File: config.mk
export PLATFORM = sky130hd
export DESIGN_NAME = cu_xb_wb_flat
export DESIGN_NICKNAME = d
export VERILOG_FILES = /design/src/rtl/cu_xb_wb_if.sv /design/src/rtl/cu_xb_wb.sv /design/src/flat_wrapper.sv
export SDC_FILE = /design/constraint.sdc
export NUM_CORES = 1
export LEC_CHECK = 0
export CAP_MARGIN = 40
export CORE_MARGIN = 2
export CORE_UTILIZATION = 35
export CTS_CLUSTER_DIAMETER = 200
export CTS_CLUSTER_SIZE = 24
export DETAILED_ROUTE_END_ITERATION = 8
export GPL_ROUTABILITY_DRIVEN = 0
export GPL_TIMING_DRIVEN = 0
export SKIP_LAST_GASP = 1
export SLEW_MARGIN = 20
export SYNTH_ARGS = -nofsm -noshare
export SYNTH_HDL_FRONTEND = slang
export SYNTH_SLANG_ARGS = --single-unit
File: constraint.sdc
create_clock -name clk -period 4.2 [get_ports clk]
set_input_delay 1.05 -clock clk [delete_from_list [all_inputs] [get_ports clk]]
set_output_delay 1.05 -clock clk [all_outputs]
set_load 0.1 [all_outputs]
File: src/rtl/cu_xb_wb_if.sv
// Write-back crossbar bus: result sources, issue reservations,
// register-file write port and scoreboard view.
interface cu_xb_wb_if #(
   parameter int DATA_WIDTH    = 16,
   parameter int ADDRESS_WIDTH = 4
);
   logic                        alu_xb_vld;
   logic [ADDRESS_WIDTH-1:0]    alu_xb_wrtA;
   logic [DATA_WIDTH-1:0]       alu_xb_d;
   logic                        mul_xb_vld;
   logic [ADDRESS_WIDTH-1:0]    mul_xb_wrtA;
   logic [DATA_WIDTH-1:0]       mul_xb_d;
   logic                        xb_mul_rdy;
   logic                        dm_xb_vld;
   logic [ADDRESS_WIDTH-1:0]    dm_xb_wrtA;
   logic [DATA_WIDTH-1:0]       dm_xb_d;
   logic                        xb_dm_rdy;
   logic                        ps_xb_issue;
   logic [ADDRESS_WIDTH-1:0]    ps_xb_issueA;
   logic                        xb_rf_En;
   logic [ADDRESS_WIDTH-1:0]    xb_rf_wrtA;
   logic [DATA_WIDTH-1:0]       xb_rf_d;
   logic [2**ADDRESS_WIDTH-1:0] xb_ps_busy;
   logic                        xb_ps_err;

   modport master (
      output alu_xb_vld, alu_xb_wrtA, alu_xb_d,
      output mul_xb_vld, mul_xb_wrtA, mul_xb_d,
      output dm_xb_vld, dm_xb_wrtA, dm_xb_d,
      output ps_xb_issue, ps_xb_issueA,
      input  xb_mul_rdy, xb_dm_rdy,
      input  xb_rf_En, xb_rf_wrtA, xb_rf_d,
      input  xb_ps_busy, xb_ps_err
   );

   modport slave (
      input  alu_xb_vld, alu_xb_wrtA, alu_xb_d,
      input  mul_xb_vld, mul_xb_wrtA, mul_xb_d,
      input  dm_xb_vld, dm_xb_wrtA, dm_xb_d,
      input  ps_xb_issue, ps_xb_issueA,
      output xb_mul_rdy, xb_dm_rdy,
      output xb_rf_En, xb_rf_wrtA, xb_rf_d,
      output xb_ps_busy, xb_ps_err
   );
endinterface

File: src/rtl/cu_xb_wb.sv
// Compute-unit write-back arbiter: ALU/MUL/DM onto one register-file
// write port, with a pending-destination scoreboard for the sequencer.
module cu_xb_wb #(
   parameter int DATA_WIDTH    = 16,
   parameter int ADDRESS_WIDTH = 4
) (
   input logic         clk,
   input logic         rst_n,
   cu_xb_wb_if.slave   xb
);
   localparam int NREG = 2**ADDRESS_WIDTH;
   localparam logic [NREG-1:0] ONE = {{(NREG-1){1'b0}}, 1'b1};

   typedef enum logic {RR_MUL, RR_DM} rr_e;

   logic                     mul_v_q, mul_v_d;
   logic [ADDRESS_WIDTH-1:0] mul_a_q, mul_a_d;
   logic [DATA_WIDTH-1:0]    mul_dat_q, mul_dat_d;
   logic                     dm_v_q, dm_v_d;
   logic [ADDRESS_WIDTH-1:0] dm_a_q, dm_a_d;
   logic [DATA_WIDTH-1:0]    dm_dat_q, dm_dat_d;
   rr_e                      rr_q, rr_d;
   logic                     rf_en_q, rf_en_d;
   logic [ADDRESS_WIDTH-1:0] rf_a_q, rf_a_d;
   logic [DATA_WIDTH-1:0]    rf_dat_q, rf_dat_d;
   logic [NREG-1:0]          busy_q, busy_d;
   logic                     err_q, err_d;
   logic                     gnt_mul, gnt_dm;
   logic [NREG-1:0]          set_vec, clr_vec;

   always_comb begin
      gnt_mul = 1'b0;
      gnt_dm  = 1'b0;
      rr_d    = rr_q;
      if (!xb.alu_xb_vld) begin
         if (mul_v_q && dm_v_q) begin
            gnt_mul = (rr_q == RR_MUL);
            gnt_dm  = (rr_q == RR_DM);
            rr_d    = (rr_q == RR_MUL) ? RR_DM : RR_MUL;
         end else begin
            gnt_mul = mul_v_q;
            gnt_dm  = dm_v_q;
         end
      end
   end

   always_comb begin
      rf_en_d  = 1'b1;
      rf_a_d   = rf_a_q;
      rf_dat_d = rf_dat_q;
      unique case (1'b1)
         xb.alu_xb_vld: begin
            rf_a_d   = xb.alu_xb_wrtA;
            rf_dat_d = xb.alu_xb_d;
         end
         gnt_mul: begin
            rf_a_d   = mul_a_q;
            rf_dat_d = mul_dat_q;
         end
         gnt_dm: begin
            rf_a_d   = dm_a_q;
            rf_dat_d = dm_dat_q;
         end
         default: rf_en_d = 1'b0;
      endcase
   end

   // An entry granted this cycle stays non-ready until the edge frees it.
   always_comb begin
      mul_v_d   = mul_v_q & ~gnt_mul;
      mul_a_d   = mul_a_q;
      mul_dat_d = mul_dat_q;
      dm_v_d    = dm_v_q & ~gnt_dm;
      dm_a_d    = dm_a_q;
      dm_dat_d  = dm_dat_q;
      if (xb.mul_xb_vld && !mul_v_q) begin
         mul_v_d   = 1'b1;
         mul_a_d   = xb.mul_xb_wrtA;
         mul_dat_d = xb.mul_xb_d;
      end
      if (xb.dm_xb_vld && !dm_v_q) begin
         dm_v_d   = 1'b1;
         dm_a_d   = xb.dm_xb_wrtA;
         dm_dat_d = xb.dm_xb_d;
      end
   end

   // Reservation beats retirement on the same bit.
   always_comb begin
      set_vec = xb.ps_xb_issue ? (ONE << xb.ps_xb_issueA) : '0;
      clr_vec = rf_en_q ? (ONE << rf_a_q) : '0;
      busy_d  = (busy_q & ~clr_vec) | set_vec;
      err_d   = err_q |
                (rf_en_q & ~busy_q[rf_a_q] & ~set_vec[rf_a_q]);
   end

   always_ff @(posedge clk or negedge rst_n) begin
      if (!rst_n) begin
         mul_v_q   <= 1'b0;
         mul_a_q   <= '0;
         mul_dat_q <= '0;
         dm_v_q    <= 1'b0;
         dm_a_q    <= '0;
         dm_dat_q  <= '0;
         rr_q      <= RR_MUL;
         rf_en_q   <= 1'b0;
         rf_a_q    <= '0;
         rf_dat_q  <= '0;
         busy_q    <= '0;
         err_q     <= 1'b0;
      end else begin
         mul_v_q   <= mul_v_d;
         mul_a_q   <= mul_a_d;
         mul_dat_q <= mul_dat_d;
         dm_v_q    <= dm_v_d;
         dm_a_q    <= dm_a_d;
         dm_dat_q  <= dm_dat_d;
         rr_q      <= rr_d;
         rf_en_q   <= rf_en_d;
         rf_a_q    <= rf_a_d;
         rf_dat_q  <= rf_dat_d;
         busy_q    <= busy_d;
         err_q     <= err_d;
      end
   end

   assign xb.xb_mul_rdy = ~mul_v_q;
   assign xb.xb_dm_rdy  = ~dm_v_q;
   assign xb.xb_rf_En   = rf_en_q;
   assign xb.xb_rf_wrtA = rf_a_q;
   assign xb.xb_rf_d    = rf_dat_q;
   assign xb.xb_ps_busy = busy_q;
   assign xb.xb_ps_err  = err_q;
endmodule

File: src/flat_wrapper.sv
// flat-port wrapper written by rule: the top's interface ports become plain ports
module cu_xb_wb_flat 
#(
   parameter int DATA_WIDTH    = 16,
   parameter int ADDRESS_WIDTH = 4
)
  (clk, rst_n, xb_alu_xb_vld, xb_alu_xb_wrtA, xb_alu_xb_d, xb_mul_xb_vld, xb_mul_xb_wrtA, xb_mul_xb_d, xb_dm_xb_vld, xb_dm_xb_wrtA, xb_dm_xb_d, xb_ps_xb_issue, xb_ps_xb_issueA, xb_xb_mul_rdy, xb_xb_dm_rdy, xb_xb_rf_En, xb_xb_rf_wrtA, xb_xb_rf_d, xb_xb_ps_busy, xb_xb_ps_err);
  cu_xb_wb_if #(.DATA_WIDTH(DATA_WIDTH), .ADDRESS_WIDTH(ADDRESS_WIDTH)) xb_i ();
  input logic clk;
  input logic rst_n;
  input wire logic [$bits(xb_i.alu_xb_vld)-1:0] xb_alu_xb_vld;
  input wire logic [$bits(xb_i.alu_xb_wrtA)-1:0] xb_alu_xb_wrtA;
  input wire logic [$bits(xb_i.alu_xb_d)-1:0] xb_alu_xb_d;
  input wire logic [$bits(xb_i.mul_xb_vld)-1:0] xb_mul_xb_vld;
  input wire logic [$bits(xb_i.mul_xb_wrtA)-1:0] xb_mul_xb_wrtA;
  input wire logic [$bits(xb_i.mul_xb_d)-1:0] xb_mul_xb_d;
  input wire logic [$bits(xb_i.dm_xb_vld)-1:0] xb_dm_xb_vld;
  input wire logic [$bits(xb_i.dm_xb_wrtA)-1:0] xb_dm_xb_wrtA;
  input wire logic [$bits(xb_i.dm_xb_d)-1:0] xb_dm_xb_d;
  input wire logic [$bits(xb_i.ps_xb_issue)-1:0] xb_ps_xb_issue;
  input wire logic [$bits(xb_i.ps_xb_issueA)-1:0] xb_ps_xb_issueA;
  output wire logic [$bits(xb_i.xb_mul_rdy)-1:0] xb_xb_mul_rdy;
  output wire logic [$bits(xb_i.xb_dm_rdy)-1:0] xb_xb_dm_rdy;
  output wire logic [$bits(xb_i.xb_rf_En)-1:0] xb_xb_rf_En;
  output wire logic [$bits(xb_i.xb_rf_wrtA)-1:0] xb_xb_rf_wrtA;
  output wire logic [$bits(xb_i.xb_rf_d)-1:0] xb_xb_rf_d;
  output wire logic [$bits(xb_i.xb_ps_busy)-1:0] xb_xb_ps_busy;
  output wire logic [$bits(xb_i.xb_ps_err)-1:0] xb_xb_ps_err;
  assign xb_i.alu_xb_vld = xb_alu_xb_vld;
  assign xb_i.alu_xb_wrtA = xb_alu_xb_wrtA;
  assign xb_i.alu_xb_d = xb_alu_xb_d;
  assign xb_i.mul_xb_vld = xb_mul_xb_vld;
  assign xb_i.mul_xb_wrtA = xb_mul_xb_wrtA;
  assign xb_i.mul_xb_d = xb_mul_xb_d;
  assign xb_i.dm_xb_vld = xb_dm_xb_vld;
  assign xb_i.dm_xb_wrtA = xb_dm_xb_wrtA;
  assign xb_i.dm_xb_d = xb_dm_xb_d;
  assign xb_i.ps_xb_issue = xb_ps_xb_issue;
  assign xb_i.ps_xb_issueA = xb_ps_xb_issueA;
  assign xb_xb_mul_rdy = xb_i.xb_mul_rdy;
  assign xb_xb_dm_rdy = xb_i.xb_dm_rdy;
  assign xb_xb_rf_En = xb_i.xb_rf_En;
  assign xb_xb_rf_wrtA = xb_i.xb_rf_wrtA;
  assign xb_xb_rf_d = xb_i.xb_rf_d;
  assign xb_xb_ps_busy = xb_i.xb_ps_busy;
  assign xb_xb_ps_err = xb_i.xb_ps_err;
  cu_xb_wb #(.DATA_WIDTH(DATA_WIDTH), .ADDRESS_WIDTH(ADDRESS_WIDTH)) u_core (.clk(clk), .rst_n(rst_n), .xb(xb_i));
endmodule
==> summary.md, run 1 <==
The number of I/O pins is 110. The setup path with the least slack is of type reg2out. The sequential share of the synthesized area is 0.5798.

Clock network latency to the later pin of the worst-skew pair: 0.34 ns. For the maximum number of pins on one net before global-route repair, the log shows 55. When the netlist entered floorplanning its net count stood at 351.

Of all nets on the critical path, the largest fanout is 6. After synthesis, the cell types taking the most area are dfrtp_1 (58%), mux2_2 (13%), a222oi_1 (5.7%). The cell count after synthesis came out at 281.

The first detailed-routing pass took 7 iterations. Depth of the worst hold-timing path: 1. The worst register-to-register path begins at u_core.xb.xb_rf_wrtA[0]. TritonCTS created 9 clock buffers.

Total length of routed wires: 10010 um. The hold-critical path endpoint was u_core.mul_a_q[2]. Summing over every cut layer, the via total after detailed routing is 3000.

Detailed-route wire length per cell: 17.29 um. The repair_antennas step left the layout with diodes totalling 0. For the pin with the worst max-slew slack, the measured transition is 0.7394 ns. The most repeated cell in the gate-level netlist after synthesis was dfrtp_1. The max-slew violation count was 0; the number of gates given a new drive strength after cts was 0. In this run the number of H-tree levels came out at 3. The logs give 0 for the final global-route overflow total and 140 for the DRC violation total after the first TritonRoute iteration. The die area came out at 10800 um2. The launch point of the worst hold path was u_core.mul_a_q[2]. The share of async-settable or async-resettable flops after synthesis was 1.000; the post-synthesis sequential element count was 81. The time the final worst path needs with I/O delays and setup was 2.746 ns; the fraction of final layout cells with drive strength greater than 1 was 0.2309. Starting density of the core: 0.3593. The run finished with clean final reports. By count the netlist is led by dfrtp_1 (81), mux2_2 (40), o21ai_0 (32). The critical path capture point type was a primary output. The mapped netlist covers 3496 um2. The number of synthesis warnings is 0. For the wire length of the first global-routing pass, the log shows 16480 um.

The required time at the endpoint of the critical path is 3.15 ns, and the number of synthesized flops with an enable pin is 0. The post-CTS setup repair buffer count was 0; the average cell area after synthesis was 12.44 um2. The net count of the finished layout is 512.

From left edge to right edge, the die measures 103.9 um. TritonCTS built the clock tree. The remaining routing DRC violations was 0. Setup repair after global routing left no endpoint under its margin. The logs give 0.5071 for the tightest slew margin relative to the limit and 579 for the number of non-filler instances in the completed layout. The tools report the number of sinks on the clock net as 81. The min-delay analysis places its worst path in the category reg2reg. Compared with the post-synthesis result, the final layout area differs by 60.49%.

In this run the critical register-to-register path is captured at u_core.xb.xb_ps_err. Clock skew on the completed layout was measured at 0.007183 ns. The remaining antenna violation count after routing came out at 0. Based on the critical path, the design can be clocked at up to 364.1 MHz. The number of global-route vias before repair is 3146, and the number of antenna violations at the first check in global routing is 0.

Worst reg2reg path depth: 6. After floorplanning, the core was sized to cover 9729 um2. The tree is rooted in a clkbuf_8. The cell count after placement is 564, and the share of the cycle needed by the critical path after routing is 0.6539.

In this run the vertical extent of the chip is 103.9 um. The logs give 0 ns for the final setup TNS and 0 for the number of failing setup endpoints in the final timing report. For the total routing usage reported by global routing, the log shows 0.1921.

Most common flop cell mapped by yosys: dfrtp_1. After legalization and detailed placement, the total HPWL measured 7124 um. After detailed routing, the number of vias per cell comes to 5.181. At the worst endpoint, the arrival time is 1.70 ns. The count of buffers added on input and output ports is 109. For flop-to-flop paths, the worst setup slack is 2.30 ns. Post-synthesis cell type with the largest combined area: dfrtp_1. The tool flagged a number of max-cap violations equal to 0. In this run, post-CTS hold repair placed 0 buffers. The worst setup path is launched from a flip-flop. The number of different library cells used by synthesis comes to 34. Number of rows in the core area: 36. The hold violation count in the final report came out at 0. After clock tree synthesis, the clock-pin slew on the worst setup and hold paths is 0.08 ns.

The clock passes through at most 2 buffers. The share of the synthesized area in the top cell type was 0.5798.
cells in the final DEF (no fill, tap or decap), drive strengths merged, types with 2 or more instances in the layout:
cell           count
nor2              24
a222oi            20
a41o               2
mux4               4
or2                3
nand3              3
nand3b             3
nor2b              2
mux2              40
clkbuf            23
inv                5
a211oi             2
nand2b             2
clkinv             3
or2b               2
dfrtp             81
o21ai             32
or3                3
nand2              5
buf               46
a21oi             21
clkdlybuf4s50    108
kinds of logic (layout without fill, tap and decap cells):
| family | Yosys count | in the layout | share of synthesized area |
|---|---|---|---|
| AO/OA/AOI/OAI | 84 | 84 | 0.1621 |
| XOR/XNOR | 2 | 2 | 0.005012 |
| buffers and inverters | 22 | 187 | 0.02685 |
| flip-flops | 81 | 81 | 0.5798 |
| multiplexers | 44 | 44 | 0.1589 |
| AND/OR/NAND/NOR | 48 | 48 | 0.06729 |
per-stage QoR:
stage	hold WS, ns	cell area, um2	worst slack (ns)	util
2_1_floorplan	0.4666	3496	1.911	-
4_1_cts	0.5052	5610	1.442	0.5766
5_1_grt	0.5263	5610	1.378	0.5766
6_report	0.5116	5610	1.454	0.5766
3_3_place_gp	0.4529	4753	-0.8859	0.4886
3_5_place_dp	0.4883	5416	1.229	0.5567
critical path, stage by stage (launching register included):
cell	delay [ns]
dfrtp_1	0.44
inv_1	0.12
clkdlybuf4s50_1	0.59
buf_16	0.20
metal layers:
layer / global-route usage / wire [um] / up-vias
met5: 0 / 0 / -
met4: 0.04730 / 91 / 0
met3: 0.05201 / 596 / 7
met2: 0.3083 / 4976 / 115
met1: 0.2597 / 4346 / 1491
li1: - / - / 1387
worst max-delay path by stage:
stage          slack [ns]  cells past startpoint                  end               startpoint
3_3_place_gp        -0.89                      1   u_core.dm_dat_q[8]                    rst_n
6_report             1.45                      3        xb_xb_mul_rdy           u_core.mul_v_q
5_1_grt              1.38                      3        xb_xb_mul_rdy           u_core.mul_v_q
3_5_place_dp         1.23                      5  u_core.xb.xb_ps_err       xb_ps_xb_issueA[2]
2_1_floorplan        1.91                      5  u_core.xb.xb_ps_err  u_core.xb.xb_rf_wrtA[0]
4_1_cts              1.44                      3        xb_xb_mul_rdy           u_core.mul_v_q
layout make-up:
| cell class | count | area (um2) |
|---|---|---|
| Buffer | 17 | 75.07 |
| Clock buffer | 10 | 137.6 |
| Inverter | 5 | 18.77 |
| Sequential cell | 81 | 2027 |
| Fill cell | 836 | 4119 |
| Timing Repair Buffer | 150 | 1754 |
| Tap cell | 133 | 166.4 |
| Clock inverter | 5 | 56.30 |
| Multi-Input combinational cell | 178 | 1375 |
state kept, by name, summed over array words and instances, names as in the netlist:
| signal | cells |
|---|---|
| u_core.dm_a_q | 4 |
| u_core.dm_dat_q | 16 |
| u_core.dm_v_q | 1 |
| u_core.mul_a_q | 4 |
| u_core.mul_dat_q | 16 |
| u_core.mul_v_q | 1 |
| u_core.rr_q | 1 |
| u_core.xb.xb_ps_busy | 16 |
| u_core.xb.xb_ps_err | 1 |
| u_core.xb.xb_rf_En | 1 |
| u_core.xb.xb_rf_d | 16 |
| u_core.xb.xb_rf_wrtA | 4 |
Power of run 1 is not shown: default switching activity piles up to over one toggle a cycle in this logic, so the estimate is an artifact.
==> inputs of run 2 (changes only) <==
--- a/config.mk
+++ b/config.mk
@@ -13,6 +13,7 @@
 export DETAILED_ROUTE_END_ITERATION = 8
 export GPL_ROUTABILITY_DRIVEN = 0
 export GPL_TIMING_DRIVEN = 0
+export PLACE_DENSITY = 0.66
 export SKIP_LAST_GASP = 1
 export SLEW_MARGIN = 20
 export SYNTH_ARGS = -nofsm -noshare
==> constraint.sdc (replaced) <==
create_clock -name clk -period 2.2 [get_ports clk]
set_input_delay 0.55 -clock clk [delete_from_list [all_inputs] [get_ports clk]]
set_output_delay 0.55 -clock clk [all_outputs]
set_load 0.1 [all_outputs]
==> summary.md, run 2 (same netlist as run 1, synthesis figures left out) <==
The flow ran to the end, and the final reports show no timing, DRC or antenna violations. In the layout the commonest cells are clkdlybuf4s50_1 (106), dfrtp_1 (76), mux2_2 (40). The worst-case clock buffer depth was 2; the iteration count of the initial detailed-routing pass was 6.

The number of global-route vias before repair was 3189. The clock net in this run drives a total of 81 sinks. Dividing the detail-routed wire length by the instance count gives 17.63 um.

The number of nets in the finished design was 510; the H-tree depth was 3. The run gives 5657 um2 as the cell area after layout. Between clock sinks in the finished design, the worst skew comes to 0.01264 ns.

Endpoint of the worst setup timing path: u_core.xb.xb_ps_err. The via total after detailed routing is 2982. 110 I/O pins were placed. Before CTS, the worst setup slack after placement is -0.2503 ns. Once the clock tree was built, the setup fixing pass inserted 0 buffers. The fmax is 474.5 MHz, and the max-slew violation count is 0.

The maximum number of pins on one net before global-route repair came out at 49. The kind of launch point of the worst setup path was an input pin. The tools report the DRC violation total after the first TritonRoute iteration as 157. The run gives 2.43 ns as the required time at the endpoint of the critical path. For the worst setup path, the data arrival time is 2.34 ns. The worst register-to-register path begins at u_core.dm_v_q. The tree is rooted in a clkbuf_8. Setup repair after global routing left no endpoint under its margin.

The first global-routing pass estimated 16570 um of wire. Overall die height: 103.9 um. The number of fill cells is 839, and the number of buffer cells added on primary ports is 109.

The leading cell type in the layout, fill and taps excluded is clkdlybuf4s50_1. The worst register-to-register path has a setup slack of 0.21 ns. The fraction of final layout cells with drive strength greater than 1 is 0.2472, and the starting density of the core is 0.3593.

By startpoint and endpoint, the worst setup path is classified as in2reg. The min-delay analysis places its worst path in the category in2async. TritonCTS built the clock tree. The final setup TNS came out at 0 ns. At the pin with the least slew margin, the transition time is 0.7557 ns.

For this block, the routed nets add up to 10190 um of wire. The slack of the critical path is 0.09251 ns. Summed over all layers, the global routing overflow is 0.

The tightest slew margin relative to the limit was 0.4962; the remaining routing DRC violations was 0. The tools report the endpoint of the worst register-to-register path as u_core.xb.xb_rf_d[10]. The reported max-cap violation count was 0. The worst reg2reg path depth came out at 5.

STA classifies the critical path endpoint as a flip-flop. Post-placement cell area: 5419 um2. The area growth from synthesis to final layout is 61.81%, and the placed wire-length estimate after detailed placement is 7367 um. Clock-pin slew was measured on the worst setup and hold paths at 0.09 ns. Of all nets on the critical path, the largest fanout is 5. The tools report the number of rows in the core area as 36.

The time the final worst path needs with I/O delays and setup is 2.107 ns. The floorplan step defined a die boundary enclosing 10800 um2. The die is 103.9 um wide. After detailed routing, the number of vias per cell comes to 5.159.

The most critical setup path has its startpoint at xb_ps_xb_issueA[3]. For the final antenna diode count, the log shows 0. The clock network latency to the later pin of the worst-skew pair came out at 0.34 ns. The region available for standard cell placement spans 9729 um2. For the number of antenna violations at the first check in global routing, the log shows 0. The total routing usage reported by global routing was 0.1929.

The share of the cycle needed by the critical path after routing was 0.9580; the remaining antenna violation count after routing was 0. Buffers inserted during clock tree synthesis total 9. The hold violation count in the final report is 0. The number of failing setup endpoints in the final timing report was 0.
==> run 2: worst max-delay path, stage by stage <==
cell	delay [ns]
clkdlybuf4s50_1	0.51
and2b_2	0.29
nand2_1	0.13
or3_1	0.34
a311o_1	0.31
a31o_1	0.21
==> run 2: final cells by class <==
type                            instances  area (um2)  share of cell area
Buffer                                 17       76.32             0.01349
Clock buffer                           10       137.6             0.02433
Clock inverter                          6       115.1             0.02035
Inverter                                5       18.77            0.003318
Multi-Input combinational cell        178        1375              0.2431
Sequential cell                        81        2033              0.3594
Tap cell                              133       166.4             0.02942
Timing Repair Buffer                  148        1734              0.3066
==> run 2: repair_timing <==
item                       4_1_cts  5_1_grt
setup endpoints to repair        4        2
hold buffers                     0        0
gates resized for setup          2        3
==> run 2: through the flow <==
stage / utilization / std cells / hold slack [ns]
after floorplan: - / 281 / 0.2544
after global placement: 0.4888 / 523 / 0.4520
after detailed placement: 0.5570 / 564 / 0.4592
after CTS: 0.5811 / 578 / 0.1586
after global routing: 0.5814 / 578 / 0.1815
final: 0.5814 / 578 / 0.1576
==> run 2: worst min path at each step <==
| stage | cells past startpoint | slack, ns | end | from |
|---|---|---|---|---|
| 6_report | 1 | 0.16 | u_core.mul_a_q[1] | rst_n |
| 2_1_floorplan | 0 | 0.25 | u_core.dm_a_q[0] | rst_n |
| 4_1_cts | 1 | 0.16 | u_core.mul_a_q[1] | rst_n |
| 3_3_place_gp | 1 | 0.45 | u_core.xb.xb_ps_err | u_core.xb.xb_ps_err |
| 5_1_grt | 1 | 0.18 | u_core.mul_a_q[1] | rst_n |
| 3_5_place_dp | 1 | 0.46 | u_core.xb.xb_ps_err | u_core.xb.xb_ps_err |
==> run 2: metal layers <==
layer / track usage / routed length, um / vias up
met2: 0.3304 / 5134 / 105
met3: 0.03634 / 607 / 4
met1: 0.2449 / 4375 / 1491
met4: 0.06660 / 73 / 0
li1: - / - / 1382
met5: 0 / 0 / -
Power of run 2 is left out for the same reason.
==> variant 1 (flow settings as in run 1) <==
Take the reset off `mul_dat_q`, `dm_dat_q` and `rf_dat_q` and load them in a clocked block of their own.
--- a/src/rtl/cu_xb_wb.sv
+++ b/src/rtl/cu_xb_wb.sv
@@ -99,12 +99,9 @@
          mul_v_q   <= 1'b0;
          mul_a_q   <= '0;
-         mul_dat_q <= '0;
          dm_v_q    <= 1'b0;
          dm_a_q    <= '0;
-         dm_dat_q  <= '0;
          rr_q      <= RR_MUL;
          rf_en_q   <= 1'b0;
          rf_a_q    <= '0;
-         rf_dat_q  <= '0;
          busy_q    <= '0;
          err_q     <= 1'b0;
@@ -112,15 +109,18 @@
          mul_v_q   <= mul_v_d;
          mul_a_q   <= mul_a_d;
-         mul_dat_q <= mul_dat_d;
          dm_v_q    <= dm_v_d;
          dm_a_q    <= dm_a_d;
-         dm_dat_q  <= dm_dat_d;
          rr_q      <= rr_d;
          rf_en_q   <= rf_en_d;
          rf_a_q    <= rf_a_d;
-         rf_dat_q  <= rf_dat_d;
          busy_q    <= busy_d;
          err_q     <= err_d;
       end
+   end
+
+   always_ff @(posedge clk) begin
+      mul_dat_q <= mul_dat_d;
+      dm_dat_q  <= dm_dat_d;
+      rf_dat_q  <= rf_dat_d;
    end
 
Behaviour: not the same (a bounded check fails within 4 cycles, from zero or initial values and one cycle with rst_n low).
==> variant 1 against run 1 <==
- critical path depth unchanged
- die area is 5.9% lower
- area after synthesis shrank 6.1%
- final area decreased by 2.5%
- wire length fell by 14%
- fmax up 2.5%
- sequential cell count stayed put
- setup slack better by 0.068 ns
- first-iteration DRC count rose by 21%
Power is not shown: default switching activity piles up to over one toggle a cycle in this logic, so the estimate is an artifact.
==> variant 1: results (changes against run 1) <==
[critical_path]
regToRegStartpoint=u_core.mul_v_q
rrSetupSlack_ns=2.55  ; +0.25 ns
arrival_ns=1.63  ; -0.07 ns
crit_start=u_core.dm_v_q
cp-endpoint=xb_xb_dm_rdy

[worst_hold_path]
min-delay-start=u_core.mul_a_q[3]
min_to=u_core.mul_a_q[3]

[layout]
num-nets-final=465  ; -9.2%
final_util_pct=59.7  ; +2.1 points
stdcell_count=511  ; -12%
drive_above_1_share_pct=20.5  ; -2.6 points
fill_cells=701  ; -16%

[synth]
synth.avg_cell_area_um2=14.0  ; +13%
synth_edf_count=48  ; +48
yosysSeqAreaShare_pct=69.1  ; +11 points
synthTopCellsByArea=edfxtp_1 44%, dfrtp_1 25%, a222oi_1 6.1%
synth_xor_area_share_pct=0.800  ; +0.30 points
synth.distinct_cells=31  ; -8.8%
synth_compound_gate_area_share_pct=13.3  ; -2.9 points
synth_mux_area_share_pct=5.49  ; -10 points
synthTopCellsByCount=48 x edfxtp_1, 33 x dfrtp_1, 28 x o21ai_0, 20 x a222oi_1, 18 x inv_1
async_flop_share_pct=40.7  ; -59 points
synth_nets=304  ; -13%

[sta]
clock_skew_ns=0.0109  ; +0.00374 ns
fmax_ghz=0.373  ; +2.5%
whs_ns=0.495  ; -0.0167 ns

[detailed_routing]
routedWlPerCell_um=16.8  ; -2.6%
drt-initial-drc-count=169  ; +21%
firstDrtPassIters=8  ; +1

[global_routing]
grt_pass1_wl_um=13400  ; -19%
grt_max_degree=26  ; -53%
grt_usage_pct=17.6  ; -1.7 points

[place]
postPlaceCellArea_um2=5230  ; -3.5%
dpl.hpwl_um=6190  ; -13%
dp.cells=495  ; -12%

[status]
outcome=complete, no violations

-- variant 1: cell count changes in the layout (fill, tap and decap cells not counted), sizes merged, moves of 3 or more --
cell    change
nor2       -14
nand2b      +6
edfxtp     +48
clkbuf      -6
dfrtp      -48
inv        +16
clkinv      -3
a21oi      -14
nand4       +4
mux2       -32
-- variant 1: layout make-up --
cell class	count	area share [%]
Clock buffer	10	2.33
Sequential cell	81	41.5
Buffer	13	1.21
Clock inverter	6	2.06
Multi-Input combinational cell	121	16.1
Inverter	19	1.30
Timing Repair Buffer	150	33.0
Tap cell	111	2.54
-- variant 1: routing by layer --
layer | GRT usage (%) | share of wire [%] | vias to the layer above
li1 | - | - | 1216
met1 | 22.4 | 40 | 1250
met2 | 29.9 | 53 | 97
met3 | 4.44 | 6.0 | 4
met4 | 4.32 | 0.80 | 0
met5 | 0 | 0 | -
==> variant 2 (settings of run 1) <==
Made on the original files. `ADDRESS_WIDTH` is set to 4 in 3 places; all go to 6.
--- a/src/rtl/cu_xb_wb_if.sv
+++ b/src/rtl/cu_xb_wb_if.sv
@@ -3,5 +3,5 @@
 interface cu_xb_wb_if #(
    parameter int DATA_WIDTH    = 16,
-   parameter int ADDRESS_WIDTH = 4
+   parameter int ADDRESS_WIDTH = 6
 );
    logic                        alu_xb_vld;
--- a/src/rtl/cu_xb_wb.sv
+++ b/src/rtl/cu_xb_wb.sv
@@ -3,5 +3,5 @@
 module cu_xb_wb #(
    parameter int DATA_WIDTH    = 16,
-   parameter int ADDRESS_WIDTH = 4
+   parameter int ADDRESS_WIDTH = 6
 ) (
    input logic         clk,
--- a/src/flat_wrapper.sv
+++ b/src/flat_wrapper.sv
@@ -3,5 +3,5 @@
 #(
    parameter int DATA_WIDTH    = 16,
-   parameter int ADDRESS_WIDTH = 4
+   parameter int ADDRESS_WIDTH = 6
 )
   (clk, rst_n, xb_alu_xb_vld, xb_alu_xb_wrtA, xb_alu_xb_d, xb_mul_xb_vld, xb_mul_xb_wrtA, xb_mul_xb_d, xb_dm_xb_vld, xb_dm_xb_wrtA, xb_dm_xb_d, xb_ps_xb_issue, xb_ps_xb_issueA, xb_xb_mul_rdy, xb_xb_dm_rdy, xb_xb_rf_En, xb_xb_rf_wrtA, xb_xb_rf_d, xb_xb_ps_busy, xb_xb_ps_err);
Ports: changed (6 resized); port bits go from 110 to 168. No check against the original RTL was run, so the function may have changed too.
==> variant 2 against run 1 <==
- setup slack got worse by 0.14 ns
- die area rose by 75%
- wire length increased by 110%
- largest cell class unchanged
- hold slack lost 0.0046 ns
- global-route usage increased by 4.7 points
- critical path type unchanged
- area after synthesis up 79%
- register-to-register slack got worse by 0.46 ns
- final area is 83% higher
- sequential cell count is 54 higher
Power is left out: the tool's default activity adds up to more than one toggle a clock period on the data nets, which glitch-free logic cannot reach.
==> variant 2: results (changes against run 1) <==
[detailed_routing]
routed_wl_um=21500  ; +110%
firstDrtPassIters=5  ; -2
drt-initial-drc-count=436  ; +210%
vias_per_cell=5.58  ; +7.8%
routedWlPerCell_um=20.1  ; +16%

[global_routing]
grt_pass1_wl_um=34100  ; +110%
grt_max_degree=95  ; +73%
grt_pass1_vias=6175  ; +96%

[layout]
fill_cells=1365  ; +63%
register_area_um2=3380  ; +67%
drive_above_1_share_pct=22.3  ; -0.75 points

[synth]
synth.distinct_cells=43  ; +26%
synth_xor_area_share_pct=0.840  ; +0.34 points
synthTopCellsByCount=135 x dfrtp_1, 130 x o21ai_0, 44 x mux2_2, 36 x nor2_1, 28 x clkbuf_1
synth.avg_cell_area_um2=11.2  ; -10%
synth_compound_gate_area_share_pct=18.5  ; +2.3 points
synth_mux_area_share_pct=14.2  ; -1.6 points
synth_nets=638  ; +82%
yosysSeqAreaShare_pct=54.0  ; -4.0 points
synthTopCellsByArea=dfrtp_1 54%, o21ai_0 10%, mux2_2 7.9%

[status]
outcome=complete, no violations

[sta]
tightestPinTransition_ns=0.675  ; -0.0642 ns
clock_skew_ns=0.00663  ; -0.000549 ns

[critical_path]
rr_endpoint=u_core.xb.xb_ps_busy[15]
reg2reg_depth=5  ; -1
critPathMaxStageDelay_ns=0.62  ; +0.03 ns
arrival_ns=1.84  ; +0.14 ns
path_max_fanout=9  ; +3

[place]
dpl.hpwl_um=15700  ; +120%
postPlaceCellArea_um2=9660  ; +78%
portBuffers=163  ; +50%
dp.cells=1039  ; +84%

[clock_tree]
cts_buffers=17  ; +8
cts-root-buf=clkbuf_16
clock_latency_ns=0.42  ; +0.08 ns
htree_levels=4  ; +1

[worst_hold_path]
hold_path_class=input pin to async pin

variant 2: layer usage:
| layer | share of wire, % | global-route usage [%] | up-vias | wire, um |
|---|---|---|---|---|
| met5 | 0 | 0 | - | 0 |
| met4 | 1.9 | 7.50 | 0 | 405 |
| met3 | 7.4 | 6.00 | 33 | 1580 |
| met2 | 50 | 40.0 | 297 | 10800 |
| met1 | 41 | 30.4 | 2992 | 8760 |
| li1 | - | - | 2658 | - |
variant 2: how the worst max path moves through the flow:
stage	from	end	slack (ns)	cells after the start
2_1_floorplan	xb_ps_xb_issueA[1]	u_core.xb.xb_ps_err	1.63	7
3_3_place_gp	rst_n	u_core.xb.xb_rf_d[1]	-3.17	1
3_5_place_dp	xb_ps_xb_issueA[2]	u_core.xb.xb_ps_err	1.04	6
4_1_cts	u_core.xb.xb_rf_wrtA[5]	xb_xb_rf_wrtA[5]	1.29	2
5_1_grt	xb_ps_xb_issueA[2]	u_core.xb.xb_ps_err	1.22	6
6_report	u_core.xb.xb_rf_wrtA[5]	xb_xb_rf_wrtA[5]	1.31	2
variant 2: layout make-up:
| type | instances | area share (%) |
|---|---|---|
| repair buffers | 254 | 30.5 |
| well taps | 225 | 2.74 |
| flip-flops and latches | 135 | 32.9 |
| inverters | 4 | 0.146 |
| clock inverters | 11 | 1.19 |
| clock buffers | 21 | 4.68 |
| plain buffers | 38 | 1.73 |
| multi-input cells | 383 | 26.1 |
variant 2: kinds of logic after synthesis:
| family | after synthesis |
|---|---|
| AND/OR/NAND/NOR | 117 |
| AO/OA/AOI/OAI | 197 |
| flip-flops | 135 |
| multiplexers | 63 |
| buffers and inverters | 42 |
| XOR/XNOR | 6 |
variant 2: metrics by stage:
step                      hold WS (ns)  setup WS [ns]
final                            0.507           1.31
after global routing             0.521           1.22
after CTS                        0.508           1.29
after detailed placement         0.496           1.04
after global placement           0.484          -3.17
after floorplan                  0.467           1.63
